### config.mk
export PLATFORM = sky130hd
export DESIGN_NAME = irs_block_readout
export DESIGN_NICKNAME = d
export VERILOG_FILES = /design/src/rtl/irs_block_readout.sv
export SDC_FILE = /design/constraint.sdc
export NUM_CORES = 1
export LEC_CHECK = 0
export BUFFER_PORTS_ARGS = -buffer_cell sky130_fd_sc_hd__buf_2
export CAP_MARGIN = 15
export CORE_AREA = 4 4 103 105
export DETAILED_ROUTE_END_ITERATION = 7
export DIE_AREA = 0 0 107 109
export PLACE_DENSITY = 0.71
export SYNTH_ARGS = -nofsm -noshare
export SYNTH_HDL_FRONTEND = slang
export SYNTH_SLANG_ARGS = --single-unit
### constraint.sdc
create_clock -name clk_i -period 3.6 [get_ports clk_i]
set_input_delay 0.9 -clock clk_i [delete_from_list [all_inputs] [get_ports clk_i]]
set_output_delay 0.9 -clock clk_i [all_outputs]
set_load 0.1 [all_outputs]
### src/rtl/irs_block_readout.sv
`timescale 1ns/1ps
`default_nettype none
// ============================================================================
//  Module      : irs_block_readout
//  Description : Digitizes and reads out one IRS2/IRS3 analog-storage block
//                per request. Latches the block address, selects it on the
//                IRS read bus, runs the Wilkinson ramp and then scans every
//                enabled channel x 64 samples, streaming each 12-bit sample
//                to the event buffer.
//  Revision    : 1.0  initial release
// ----------------------------------------------------------------------------
//  Ports
//    clk_i / rst_n_i          clock, asynchronous active-low reset
//    rst_ack_o                high in reset and for the first clock after it
//    raddr_i/raddr_stb_i      block request (level-held until raddr_ack_o)
//    raddr_ack_o              one-clock accept pulse
//    ch_mask_i / irs_mode_i   channel enables / 0=IRS2 1=IRS3, latched at accept
//    block_*_o                event-buffer stream (addr, mask, data, start,
//                             valid, done)
//    irs_*                    IRS ASIC pins (read address, sample/channel
//                             select, Wilkinson control, data in, status)
//    debug_o                  packed state/ch/smp/addr/data/valid/ramp
// ============================================================================
module irs_block_readout #(
    parameter int SETTLE_CYCLES = 4,
    parameter int CONV_CYCLES   = 512,
    parameter int SMP_WAIT      = 2
) (
    input  logic        clk_i,
    input  logic        rst_n_i,
    output logic        rst_ack_o,
    input  logic [8:0]  raddr_i,
    input  logic        raddr_stb_i,
    output logic        raddr_ack_o,
    input  logic [7:0]  ch_mask_i,
    input  logic        irs_mode_i,
    output logic [8:0]  block_addr_o,
    output logic [11:0] block_dat_o,
    output logic        block_start_o,
    output logic        block_valid_o,
    output logic        block_done_o,
    output logic [7:0]  block_mask_o,
    output logic [9:0]  irs_rd_o,
    output logic        irs_rden_o,
    output logic [5:0]  irs_smp_o,
    output logic [2:0]  irs_ch_o,
    output logic        irs_smpall_o,
    input  logic [11:0] irs_dat_i,
    output logic        irs_start_o,
    output logic        irs_clr_o,
    output logic        irs_ramp_o,
    output logic        irs_address_sel_o,
    output logic        irs_ramping_o,
    output logic        irs_readout_o,
    output logic [47:0] debug_o
);

    localparam int CNT_MAX = (SETTLE_CYCLES > CONV_CYCLES) ? SETTLE_CYCLES : CONV_CYCLES;
    localparam int CNT_W   = $clog2(CNT_MAX + 1);
    localparam int WAIT_W  = $clog2(SMP_WAIT + 1);

    typedef enum logic [3:0] {
        S_IDLE  = 4'd0,
        S_ADDR  = 4'd1,
        S_CLEAR = 4'd2,
        S_RAMP  = 4'd3,
        S_READ  = 4'd4,
        S_DONE  = 4'd5
    } state_t;

    state_t             state, state_nxt;
    logic [CNT_W-1:0]   cnt, cnt_nxt;
    logic [WAIT_W-1:0]  wt, wt_nxt;
    logic [2:0]         ch, ch_nxt;
    logic [5:0]         smp, smp_nxt;
    logic               flush, flush_nxt;
    logic [8:0]         addr, addr_nxt;
    logic [7:0]         mask, mask_nxt;
    logic               mode, mode_nxt;

    logic               ack_nxt, start_nxt, valid_nxt, done_nxt;
    logic [11:0]        dat_nxt;
    logic               rden_nxt, clr_nxt, ramp_nxt, asel_nxt, smpall_nxt, readout_nxt;
    logic [47:0]        debug_nxt;
    logic               ramp_q;

    // Channel search over the latched mask: lowest enabled channel, and the
    // next enabled channel above the current one (disabled ones cost no time).
    logic [2:0]         first_ch, next_ch;
    logic               has_next;

    always_comb begin
        first_ch = 3'd0;
        next_ch  = 3'd0;
        has_next = 1'b0;
        for (int i = 7; i >= 0; i--) begin
            if (mask[i]) begin
                first_ch = 3'(i);
            end
            if (mask[i] && (i > int'(ch))) begin
                next_ch  = 3'(i);
                has_next = 1'b1;
            end
        end
    end

    // Next-state and next-output logic. Every output is a flop loaded from
    // these values, so outputs line up with the state they describe.
    always_comb begin
        state_nxt = state;
        cnt_nxt   = cnt;
        wt_nxt    = wt;
        ch_nxt    = ch;
        smp_nxt   = smp;
        flush_nxt = flush;
        addr_nxt  = addr;
        mask_nxt  = mask;
        mode_nxt  = mode;
        ack_nxt   = 1'b0;
        start_nxt = 1'b0;
        valid_nxt = 1'b0;
        dat_nxt   = block_dat_o;

        case (state)
            S_IDLE: begin
                if (raddr_stb_i) begin
                    addr_nxt  = raddr_i;
                    mask_nxt  = ch_mask_i;
                    mode_nxt  = irs_mode_i;
                    ack_nxt   = 1'b1;
                    cnt_nxt   = '0;
                    state_nxt = S_ADDR;
                end
            end
            S_ADDR: begin
                if (cnt == CNT_W'(SETTLE_CYCLES - 1)) begin
                    state_nxt = S_CLEAR;
                end else begin
                    cnt_nxt = cnt + CNT_W'(1);
                end
            end
            S_CLEAR: begin
                cnt_nxt   = '0;
                state_nxt = S_RAMP;
            end
            S_RAMP: begin
                if (cnt == CNT_W'(CONV_CYCLES - 1)) begin
                    state_nxt = S_READ;
                    start_nxt = 1'b1;
                    ch_nxt    = first_ch;
                    smp_nxt   = 6'd0;
                    wt_nxt    = '0;
                    flush_nxt = 1'b0;
                end else begin
                    cnt_nxt = cnt + CNT_W'(1);
                end
            end
            S_READ: begin
                // flush is the extra READ clock in which the final word is
                // presented; done follows it one clock later.
                if (flush || (mask == 8'd0)) begin
                    state_nxt = S_DONE;
                    flush_nxt = 1'b0;
                    ch_nxt    = 3'd0;
                    smp_nxt   = 6'd0;
                end else if (wt == WAIT_W'(SMP_WAIT - 1)) begin
                    valid_nxt = 1'b1;
                    dat_nxt   = irs_dat_i;
                    wt_nxt    = '0;
                    if (smp == 6'd63) begin
                        smp_nxt = 6'd0;
                        if (has_next) begin
                            ch_nxt = next_ch;
                        end else begin
                            ch_nxt    = 3'd0;
                            flush_nxt = 1'b1;
                        end
                    end else begin
                        smp_nxt = smp + 6'd1;
                    end
                end else begin
                    wt_nxt = wt + WAIT_W'(1);
                end
            end
            S_DONE: begin
                state_nxt = S_IDLE;
            end
            default: begin
                state_nxt = S_IDLE;
            end
        endcase

        done_nxt    = (state_nxt == S_DONE);
        rden_nxt    = (state_nxt == S_ADDR) || (state_nxt == S_RAMP);
        clr_nxt     = (state_nxt == S_CLEAR);
        ramp_nxt    = (state_nxt == S_RAMP);
        readout_nxt = (state_nxt == S_READ);
        asel_nxt    = mode_nxt && ((state_nxt == S_ADDR) || (state_nxt == S_CLEAR) ||
                                   (state_nxt == S_RAMP));
        smpall_nxt  = mode_nxt && (state_nxt == S_READ);
        debug_nxt   = {12'd0, ramp_nxt, valid_nxt, irs_dat_i, addr_nxt,
                       smp_nxt, ch_nxt, state_nxt};
    end

    always_ff @(posedge clk_i or negedge rst_n_i) begin
        if (!rst_n_i) begin
            state <= S_IDLE;
        end else begin
            state <= state_nxt;
        end
    end

    always_ff @(posedge clk_i or negedge rst_n_i) begin
        if (!rst_n_i) begin
            rst_ack_o         <= 1'b1;
            cnt               <= '0;
            wt                <= '0;
            ch                <= 3'd0;
            smp               <= 6'd0;
            flush             <= 1'b0;
            addr              <= 9'd0;
            mask              <= 8'd0;
            mode              <= 1'b0;
            raddr_ack_o       <= 1'b0;
            block_start_o     <= 1'b0;
            block_valid_o     <= 1'b0;
            block_done_o      <= 1'b0;
            block_dat_o       <= 12'd0;
            irs_rden_o        <= 1'b0;
            irs_clr_o         <= 1'b0;
            ramp_q            <= 1'b0;
            irs_address_sel_o <= 1'b0;
            irs_smpall_o      <= 1'b0;
            irs_readout_o     <= 1'b0;
            debug_o           <= 48'd0;
        end else begin
            rst_ack_o         <= 1'b0;
            cnt               <= cnt_nxt;
            wt                <= wt_nxt;
            ch                <= ch_nxt;
            smp               <= smp_nxt;
            flush             <= flush_nxt;
            addr              <= addr_nxt;
            mask              <= mask_nxt;
            mode              <= mode_nxt;
            raddr_ack_o       <= ack_nxt;
            block_start_o     <= start_nxt;
            block_valid_o     <= valid_nxt;
            block_done_o      <= done_nxt;
            block_dat_o       <= dat_nxt;
            irs_rden_o        <= rden_nxt;
            irs_clr_o         <= clr_nxt;
            ramp_q            <= ramp_nxt;
            irs_address_sel_o <= asel_nxt;
            irs_smpall_o      <= smpall_nxt;
            irs_readout_o     <= readout_nxt;
            debug_o           <= debug_nxt;
        end
    end

    assign block_addr_o  = addr;
    assign block_mask_o  = mask;
    assign irs_rd_o      = {mode, addr};
    assign irs_smp_o     = smp;
    assign irs_ch_o      = ch;
    assign irs_ramp_o    = ramp_q;
    assign irs_start_o   = ramp_q;
    assign irs_ramping_o = ramp_q;

endmodule
`default_nettype wire

---- Word level (Yosys, flattened, before mapping) ----
Index checks and enable logic that the tools add are counted.
word-level totals
  flip-flop bits (word level) ............. 103
  output and inout port bits .............. 109
  word-level logic and storage cells ...... 139
operators by class
  add/sub/neg operators ................... 3
  $lt $le $gt $ge ......................... 7
  equality and inequality tests ........... 21
  multiplexer cells ....................... 63
  bitwise operators ....................... 1
  reductions and logical operators ........ 22
operators by type and width
  kind                                                count
  two-way mux 3 bit                                   20
  case mux 10 bit (4 select lines)                    1
  two-way mux 10 bit                                  3
  two-way mux 6 bit                                   4
  two-way mux 1 bit                                   21
  case mux 4 bit (5 select lines)                     1
  two-way mux 9 bit                                   2
  == test 4 x 2 -> 1 bit (second input constant)      4
  two-way mux 4 bit                                   4
  == test 4 x 3 -> 1 bit (second input constant)      3
  > comparator 3 bit (first input constant)           4
  case mux 6 bit (2 select lines)                     1
  adder 10 x 1 -> 10 bit (second input constant)      1
  == test 10 x 2 -> 1 bit (second input constant)     1
  == test 10 x 9 -> 1 bit (second input constant)     1
  != test 2 bit (second input constant)               5
  logical AND 1 bit                                   9
  != test 3 bit (second input constant)               3
  == test 4 x 1 -> 1 bit (second input constant)      2
  logical NOT 8 bit                                   1
  adder 6 x 1 -> 6 bit (second input constant)        1
  == test 6 bit (second input constant)               1
  > comparator 2 x 3 -> 1 bit (first input constant)  2
  two-way mux 2 bit                                   3
  other kinds (15)                                    19

---- Longest topological paths before layout ----
Gate-level depths: netlist of run 1.
  word-level depth ........................ 14
  mapped depth ............................ 8
  depth with buffers taken out ............ 7

---- Worst setup path before layout of run 1 ----
OpenSTA, ideal clock, no wires.
  path kind ............................... flip-flop to flip-flop
  start point ............................. register state[0]
  end point ............................... register block_dat_o[10]
  library setup time ...................... 0.126 ns
  arrival time ............................ 2.563 ns
  data required time ...................... 3.474 ns
  slack ................................... 0.910 ns
  cell stages (with the launch flop) ...... 9
  path buffers ............................ 4
  cells stage by stage .................... dfrtp_1 buf_6 or4b_1 buf_2 a211o_1 buf_6 nor2_8 buf_12 mux2_4
on the way
  longest elaborated chain between the ends .. 2
RTL lines
  item                           line  text
  start, declared                71    state_t state, state_nxt;
  start signal, assigned         209   state <= state_nxt;
  == test 4 x 3 -> 1 bit         124   case (state)
  AND reduction 3 bit (no line)  -
  end signal, assigned           250   block_dat_o <= dat_nxt;
  end, declared                  38    output logic [11:0] block_dat_o,
No other way between the ends.
A chain may end at the register's enable or synchronous reset.

---- Worst setup path after layout of run 1 ----
  start point ............................. register cnt[0]
  end point ............................... register irs_address_sel_o
on the way
  elaborated cells on any way between the ends .. 11
  classes of those cells .................. 5 x eq/ne; 3 x mux; 3 x reduce/logical
RTL lines
  item                                                                       line      text
  start, declared                                                            72        logic [CNT_W-1:0] cnt, cnt_nxt;
  start signal, assigned                                                     238       cnt <= cnt_nxt;
  == test 10 x 9 -> 1 bit / == test 10 x 2 -> 1 bit (equally long branches)  147, 136
  two-way mux 4 bit (on tied branches)                                       147, 136
  case mux 4 bit (5 select lines) *                                          124
  == test 4 x 2 -> 1 bit *                                                   -
  named net ramp_nxt                                                         83        logic rden_nxt, clr_nxt, ramp_nxt, asel_nxt, smpall_nxt, readout_nxt;
  logical OR 1 bit *                                                         198       asel_nxt = mode_nxt && ((state_nxt == S_ADDR) || (state_nxt == S_CLEAR) ||
  logical AND 1 bit *                                                        198
  named net asel_nxt                                                         83
  end signal, assigned                                                       254       irs_address_sel_o <= asel_nxt;
  end, declared                                                              52        output logic irs_address_sel_o,
Mark *: on every way through the listed nets, which the timed path passes. The rest lies on a longest branch.

==> results of run 1 <==
-- layer usage --
| metal | part of all wire (%) | vias up |
|---|---|---|
| met5 | 0 | - |
| met4 | 2.1 | 0 |
| met3 | 8.7 | 12 |
| met2 | 48 | 119 |
| met1 | 41 | 1395 |
| li1 | - | 1415 |
-- cell usage in the layout, fill, tap and decap left out, drive strengths merged, types with 4 or more instances in the layout --
cell type / count
inv: 14
nor4: 8
mux2: 12
dfrtp: 78
buf: 130
nor2: 15
nand2: 62
a21oi: 8
nand4: 6
nand3: 11
o21ai: 26
nand2b: 7
nor3: 10
conb: 14
clkbuf: 9
nand3b: 4
-- cells by family after synthesis --
| kind of cell | Yosys count | synth area share, % |
|---|---|---|
| other | 1 | 0.09895 |
| adders and majority gates | 2 | 0.6602 |
| muxes | 14 | 4.886 |
| and+or+nand+nor | 138 | 18.62 |
| DFF | 79 | 52.20 |
| buffers and inverters | 68 | 12.02 |
| AOI/OAI and AO/OA | 64 | 11.52 |
-- path summary, 6_finish.rpt --
kind,start,to
setup / recovery,cnt[0],irs_address_sel_o
hold / removal,block_dat_o[0],block_dat_o[0]
setup reg to reg,cnt[0],irs_address_sel_o
hold reg to reg,block_dat_o[0],block_dat_o[0]
max in group asynchronous,rst_n_i,block_dat_o[11]
min in group asynchronous,rst_n_i,block_addr_o[6]
-- through the flow --
step | utilization, % | total power (uW) | cells | setup slack, ps
3_5_place_dp | 44.06 | 1888 | 585 | 1199
5_1_grt | 46.17 | 2652 | 601 | 894.3
2_1_floorplan | - | 1798 | 379 | 910.4
6_report | 46.17 | 2549 | 601 | 1171
3_3_place_gp | 44.06 | 1882 | 585 | 1266
4_1_cts | 46.17 | 2581 | 601 | 1182
-- sequential cells by signal (all words and copies together) (netlist names), 2 cells and up --
register	flops
irs_smp_o	5
block_mask_o	8
irs_ch_o	2
debug_o	18
state	3
cnt	10
wt	2
block_addr_o	8
block_dat_o	12
-- critical path, delay by kind of cell, from the launching register on --
family / cells / cell delay, ps
fa+ha+maj: 1 / 250
simple gates: 1 / 310
compound gates: 3 / 1190
flops: 1 / 410
buf+inv: 1 / 170
-- area by class of cell --
cell class	instances	area, um2	area share (%)
clock buffer	9	123.9	2.783
clock inverter	7	80.08	1.799
inverter	11	41.29	0.9277
multi-input combinational	232	1405	31.57
sequential	79	1978	44.45
tap	133	166.4	3.739
timing repair buffer	130	655.6	14.73
-- power by group --
group	switching (uW)	internal, uW	total [uW]
sequential	56.7	936	992
combinational	763	111	873
clock	354	330	683
==> impl_metrics.py, run 1 <==
metrics = {
    "outcome": {
        "status": "finished, final reports clean",
    },
    "finish": {
        "area_growth_pct": 17.43,
        "fill_cells": 956,
        "design_area_um2": 4451,
        "final_nets": 498,
        "n_antenna_cell": 0,
        "drive_gt1_share_pct": 35.90,
    },
    "synth": {
        "synthCells": 366,
        "synth_edf_count": 0,
        "synth.ff_latch_count": 79,
        "synth-async-reset-ratio_pct": 100.0,
        "seq_area_frac_synth_pct": 52.20,
        "syn_avg_cell_area_um2": 10.35,
        "synth.most_common_cell": "dfrtp_1",
        "synthTopCellsByArea": "dfrtp_1 (52%), buf_4 (8.7%), nand2_1 (6.1%)",
        "synthesis.area_um2": 3790,
        "ys_top_cells_by_count": "dfrtp_1 (78), nand2_1 (62), buf_4 (44), o21ai_0 (26), nor2_1 (14)",
        "synth_top_area_cell": "dfrtp_1",
        "synth_cell_type_count": 59,
        "yosysWarnings": 0,
        "synth_top_area_share_pct": 51.50,
        "synthFlopType": "dfrtp_1",
    },
    "placed_design": {
        "dpl-instance-area_um2": 4247,
        "place_hpwl_mm": 6.293,
        "gp_congestion": 0.8715,
        "io_buffers": 129,
    },
    "power_and_ir_drop": {
        "irDropWorstVdd_mv": 0.3531,
        "p_leak_uw": 0.002363,
        "p_per_area_nw_per_um2": 572.7,
    },
    "cts": {
        "cts_made_buffers": 9,
        "cts_root_buf": "clkbuf_8",
        "postCtsHoldBufs": 0,
        "clock_sinks": 79,
        "clock_path_buffers": 2,
        "cts_tree": "yes",
        "clk_pin_slew_ps": 90,
        "cts_resized": 0,
        "htreeDepth": 3,
        "post_cts_buffers": 0,
        "clock_latency_ps": 360,
    },
    "sta": {
        "worstMarginPinSlew_ps": 969.9,
        "period_share_pct": 67.47,
        "tns_ps": 0,
        "drv_slew": 0,
        "relSlewSlack_pct": 35.34,
        "fin_worst_skew_ps": 8.246,
        "fmax_mhz": 411.7,
        "hold_slack_ps": 512.8,
        "grt_setup_unrepaired": "false",
        "min_period_ps": 2429,
        "hold_viol": 0,
        "setup_violations": 0,
    },
    "die": {
        "row_count": 36,
        "dieArea_um2": 11660,
        "ios": 142,
        "die_x_um": 107,
        "die_h_um": 109,
        "coreArea_um2": 9639,
        "initial_utilization_pct": 39.32,
    },
    "global_route": {
        "grt_use_met3_pct": 4.500,
        "grt_start_max_net_pins": 80,
        "grt_pass1_vias": 2830,
        "antenna_found_initial": 0,
        "grt_first_pass_wirelength_mm": 13.74,
        "grt.met2_usage_pct": 23.74,
        "busiest_layer": "met2",
        "overflow": 0,
        "grt_use_total_pct": 14.97,
        "use_met1_pct": 19.02,
    },
    "drt": {
        "dr_total_vias": 2941,
        "firstDrtPassIters": 4,
        "routed_via_density": 4.894,
        "drc": 0,
        "wl_mm": 8.527,
        "drtAntennaViolNets": 0,
        "post_drt_wl_per_cell_um": 14.19,
        "drtIter0Drc": 107,
    },
    "hold_path": {
        "worst_hold_path_type": "flop to flop",
        "hold_path_depth": 1,
    },
    "setup_path": {
        "reg2reg_depth": 6,
        "slowest_delay_ps": 490,
        "critical_path_class": "flop to flop",
        "startpoint_type": "flop",
        "crit_required_ps": 3850,
        "crit_chain": "ha_1 -> nand4_1 -> o311a_1 -> a21oi_2 -> inv_1 -> o211a_1",
        "end_kind": "flop",
        "cp_max_fo": 15,
        "ff2ff_setup_slack_ps": 1170,
        "critPathArrivalTime_ps": 2680,
        "crit_slowest_cell": "o311a_1",
    },
    "run": {
        "cap_violations": 0,
    },
}
Power figures use the tool's default switching activity.
==> inputs of run 2 (changes only) <==
clock period = 2.3 ns   (was 3.6 ns; I/O delays follow)
==> impl_metrics.py, run 2 (synthesis results as in run 1) <==
metrics = {
    "drt": {
        "post_drt_wl_per_cell_um": 14.68,
        "firstDrtPassIters": 5,
        "drtIter0Drc": 89,
        "drc": 0,
        "dr_total_vias": 3027,
        "wl_mm": 9.070,
        "drtAntennaViolNets": 0,
        "routed_via_density": 4.898,
    },
    "cts": {
        "cts_made_buffers": 9,
        "postCtsHoldBufs": 0,
        "cts_resized": 0,
        "post_cts_buffers": 0,
        "clock_path_buffers": 2,
        "cts_root_buf": "clkbuf_8",
        "cts_tree": "yes",
        "clock_latency_ps": 360,
        "clock_sinks": 79,
        "clk_pin_slew_ps": 90,
        "htreeDepth": 3,
    },
    "sta": {
        "min_period_ps": 2178,
        "grt_setup_unrepaired": "false",
        "layout_setup_ws_ps": 122.1,
        "setup_violations": 0,
        "fin_worst_skew_ps": 16.93,
        "worstMarginPinSlew_ps": 590.7,
        "period_share_pct": 94.69,
        "tns_ps": 0,
        "fmax_mhz": 459.2,
        "hold_viol": 0,
        "relSlewSlack_pct": 60.58,
        "drv_slew": 0,
    },
    "finish": {
        "layout_common_cells": "buf_2 (128), dfrtp_1 (67), nand2_1 (62)",
        "fill_cells": 939,
        "final_nets": 515,
        "final_util_pct": 47.86,
        "n_antenna_cell": 0,
        "design_area_um2": 4613,
        "top_register": "debug_o",
        "final_common_cell": "buf_2",
        "drive_gt1_share_pct": 40.62,
        "reg.largest.list": "debug_o x18, block_dat_o x12, cnt x10",
        "ff_latch_area_um2": 1994,
        "area_growth_pct": 21.72,
        "largest_register_ff_count": 18,
        "multiInputGateArea_um2": 1411,
    },
    "setup_path": {
        "cp_max_fo": 14,
        "end_kind": "flop",
        "crit_chain": "or4b_1 -> a211o_1 -> nor2_8 -> mux2_2",
        "startpoint_type": "flop",
        "critPathArrivalTime_ps": 2420,
        "critical_path_buf_inv_count": 0,
        "ff2ff_setup_slack_ps": 120,
        "crit_required_ps": 2540,
        "slowest_delay_ps": 540,
        "critical_path_class": "flop to flop",
        "crit_slowest_cell": "dfrtp_4",
        "crit_family": "simple AND/OR/NAND/NOR gates",
    },
    "run": {
        "cap_violations": 0,
    },
    "die": {
        "die_x_um": 107,
        "coreArea_um2": 9639,
        "ios": 142,
        "row_count": 36,
        "dieArea_um2": 11660,
        "initial_utilization_pct": 39.32,
        "die_h_um": 109,
    },
    "global_route": {
        "overflow": 0,
        "grt_start_max_net_pins": 52,
        "grt_use_total_pct": 15.73,
        "grt_first_pass_wirelength_mm": 14.51,
        "antenna_found_initial": 0,
        "grt_pass1_vias": 2881,
    },
    "hold_path": {
        "worst_hold_path_type": "primary input to asynchronous set/reset pin",
    },
    "placed_design": {
        "place_hpwl_mm": 6.826,
        "dpl-instance-area_um2": 4409,
        "dp_slack_ps": 123.0,
        "gp_congestion": 0.9173,
        "io_buffers": 129,
    },
    "power_and_ir_drop": {
        "irDropWorstVdd_mv": 0.6075,
        "total_power_uw": 4039,
        "p_leak_uw": 0.002428,
        "p_per_area_nw_per_um2": 875.6,
    },
    "outcome": {
        "status": "finished, final reports clean",
    },
}
[run 2: changes by cell type in the layout (fill, tap and decap cells not counted), sizes merged]
cell and change:
inv -1, buf +17, clkinvlp +1
[run 2: through the flow]
step,cells,hold slack (ps)
CTS,618,145.3
global route,618,171.9
finish,618,137.8
global placement,602,487.4
detailed placement,602,493.5
floorplan,379,279.4
[run 2: layer usage]
layer	track usage, %	vias to the layer above	routed length (um)
met3	3.908	17	606
met1	21.18	1444	3908
li1	-	1454	-
met4	5.936	0	215
met5	0	-	0
met2	24.64	112	4340
[run 2: power breakdown]
group          total [uW]  internal, uW  switching [uW]  leakage [uW]
Combinational        1430           203            1220       0.00131
Clock                1070           513             558     0.0000964
Sequential           1540          1470            76.8       0.00102
[run 2: layout make-up]
class / count / area share (%)
Tap cell: 133 / 3.607
Sequential cell: 79 / 43.23
Clock buffer: 9 / 2.685
Timing Repair Buffer: 147 / 17.25
Clock inverter: 7 / 1.736
Inverter: 11 / 0.8950
Multi-Input combinational cell: 232 / 30.59
[run 2: worst paths after layout]
path,start,to,cells past startpoint
max,state[0],block_dat_o[1],4
min,rst_n_i,block_addr_o[6],1
max reg2reg,state[0],block_dat_o[1],4
min reg2reg,block_dat_o[0],block_dat_o[0],1
max in group asynchronous,rst_n_i,state[2],2
min in group clk_i,irs_dat_i[9],debug_o[31],1
[run 2: worst reg2reg max path, stage by stage (launching register included)]
cell and delay (ps):
dfrtp_4 540, or4b_1 540, a211o_1 330, nor2_8 290
mux2_2 380
==> inputs of run 3 (changes only) <==
ABC_AREA = 1   (was unset)
clock period = 2.4 ns   (was 2.3 ns; I/O delays follow)
==> impl_metrics.py, run 3 <==
metrics = {
    "drt": {
        "drtAntennaViolNets": 0,
        "routed_via_density": 4.467,
        "dr_total_vias": 3158,
        "firstDrtPassIters": 5,
        "wl_mm": 8.787,
        "post_drt_wl_per_cell_um": 12.43,
        "drtIter0Drc": 189,
        "drc": 0,
    },
    "synth": {
        "yosysWarnings": 0,
        "synthCells": 462,
        "synth.most_common_cell": "nand2_1",
        "synth_cell_type_count": 30,
        "synthTopCellsByArea": "dfrtp_1 (51%), nand2_1 (16%), buf_4 (8.8%)",
        "synth.ff_latch_count": 79,
        "synthFlopType": "dfrtp_1",
        "synth_top_area_cell": "dfrtp_1",
        "synth_edf_count": 0,
        "synthesis.area_um2": 3834,
        "syn_avg_cell_area_um2": 8.298,
        "synth_top_area_share_pct": 50.91,
        "synth-async-reset-ratio_pct": 100.0,
        "seq_area_frac_synth_pct": 51.60,
        "ys_top_cells_by_count": "nand2_1 (167), dfrtp_1 (78), buf_4 (45), inv_1 (38), nor2_1 (36)",
    },
    "global_route": {
        "grt_start_max_net_pins": 42,
        "grt_pass1_vias": 3004,
        "grt_first_pass_wirelength_mm": 14.15,
        "overflow": 0,
        "antenna_found_initial": 0,
        "grt_use_total_pct": 15.54,
    },
    "setup_path": {
        "critical_path_buf_inv_count": 1,
        "startpoint": "irs_ch_o[1]",
        "cp.depth": 1,
        "crit_end": "irs_ch_o[1]",
        "ff2ff_setup_slack_ps": 650,
        "slowest_delay_ps": 500,
        "crit_required_ps": 1800,
        "r2r-end": "block_dat_o[8]",
        "critical_path_class": "flop to primary output",
        "critPathArrivalTime_ps": 1340,
        "crit_chain": "buf_2",
        "crit_slowest_cell": "dfrtp_1",
        "reg2reg_depth": 7,
        "reg2reg_from": "state[0]",
        "startpoint_type": "flop",
        "end_kind": "primary output",
        "cp_max_fo": 9,
        "crit_family": "flip-flops",
    },
    "cts": {
        "cts_tree": "yes",
        "clock_path_buffers": 2,
        "clock_latency_ps": 360,
        "cts_root_buf": "clkbuf_8",
        "htreeDepth": 3,
        "clock_sinks": 79,
        "cts_resized": 0,
        "cts_made_buffers": 9,
        "clk_pin_slew_ps": 80,
        "post_cts_buffers": 0,
        "postCtsHoldBufs": 0,
    },
    "finish": {
        "final_cell_count_no_fill": 707,
        "ff_latch_area_um2": 1978,
        "n_antenna_cell": 0,
        "final_nets": 604,
        "top_register": "debug_o",
        "largest_register_ff_count": 18,
        "reg.largest.list": "debug_o x18, block_dat_o x12, cnt x10",
        "final_util_pct": 47.42,
        "layout_common_cells": "nand2_1 (167), buf_2 (128), dfrtp_1 (78)",
        "multiInputGateArea_um2": 1383,
        "fill_cells": 940,
        "final_common_cell": "nand2_1",
        "drive_gt1_share_pct": 28.92,
        "area_growth_pct": 19.22,
    },
    "run": {
        "cap_violations": 0,
    },
    "die": {
        "dieArea_um2": 11660,
        "row_count": 36,
        "ios": 142,
        "die_h_um": 109,
        "die_x_um": 107,
        "coreArea_um2": 9639,
        "initial_utilization_pct": 39.77,
    },
    "placed_design": {
        "io_buffers": 129,
        "gp_congestion": 0.8732,
        "dp_slack_ps": 650.5,
        "place_hpwl_mm": 6.608,
        "dp.cells": 691,
    },
    "sta": {
        "drv_slew": 0,
        "fin_worst_skew_ps": 8.400,
        "layout_setup_ws_ps": 461.2,
        "fmax_mhz": 515.8,
        "min_period_ps": 1939,
        "period_share_pct": 80.78,
        "tns_ps": 0,
        "hold_viol": 0,
        "grt_setup_unrepaired": "false",
        "setup_violations": 0,
    },
    "power_and_ir_drop": {
        "p_leak_uw": 0.002485,
        "total_power_uw": 3762,
        "p_per_area_nw_per_um2": 823.1,
        "irDropWorstVdd_mv": 0.3767,
    },
    "hold_path": {
        "worst_hold_path_type": "primary input to asynchronous set/reset pin",
    },
    "outcome": {
        "status": "finished, final reports clean",
    },
}
run 3: layout make-up:
type,instances,share of cell area (%)
multi-input cells,305,30.25
well taps,133,3.641
repair buffers,133,15.11
inverters,41,3.367
clock inverters,5,1.259
flip-flops and latches,79,43.28
clock buffers,11,3.093
run 3: worst min-delay path by stage:
stage / start / to / slack, ps / cells after the start
after floorplan: rst_n_i / block_addr_o[0] / 300 / 0
after global placement: rst_n_i / block_mask_o[4] / 440 / 1
after detailed placement: rst_n_i / block_mask_o[4] / 440 / 1
after CTS: rst_n_i / block_done_o / 40 / 1
after global routing: rst_n_i / block_mask_o[6] / 40 / 1
final: rst_n_i / block_done_o / 60 / 1
run 3: logic make-up after synthesis:
| group | Yosys count | share of synthesized area, % |
|---|---|---|
| compound gates | 27 | 3.623 |
| fa+ha+maj | 2 | 0.6526 |
| flops | 79 | 51.60 |
| mux | 1 | 0.2611 |
| buf+inv | 91 | 13.61 |
| xor+xnor | 7 | 1.599 |
| other cells | 1 | 0.09782 |
| simple gates | 254 | 28.56 |
run 3: layer usage:
metal  track usage, %  vias up  share of wire (%)
met5                0        -                  0
li1                 -     1593                  -
met1            18.53     1447                 43
met4            5.571        0                1.2
met2            26.17      108                 48
met3            5.388       10                7.9
run 3: power breakdown:
part           switching [uW]  internal (uW)  leakage, uW
registers                63.5           1400     0.000974
clock network             485            509     0.000103
logic                    1150            160      0.00141
run 3: metrics by stage:
step	hold WS, ps	instance area (um2)
3_5_place_dp	443.1	4372
6_report	60.81	4571
4_1_cts	42.34	4571
3_3_place_gp	444.7	4372
5_1_grt	37.25	4571
2_1_floorplan	304.4	3882
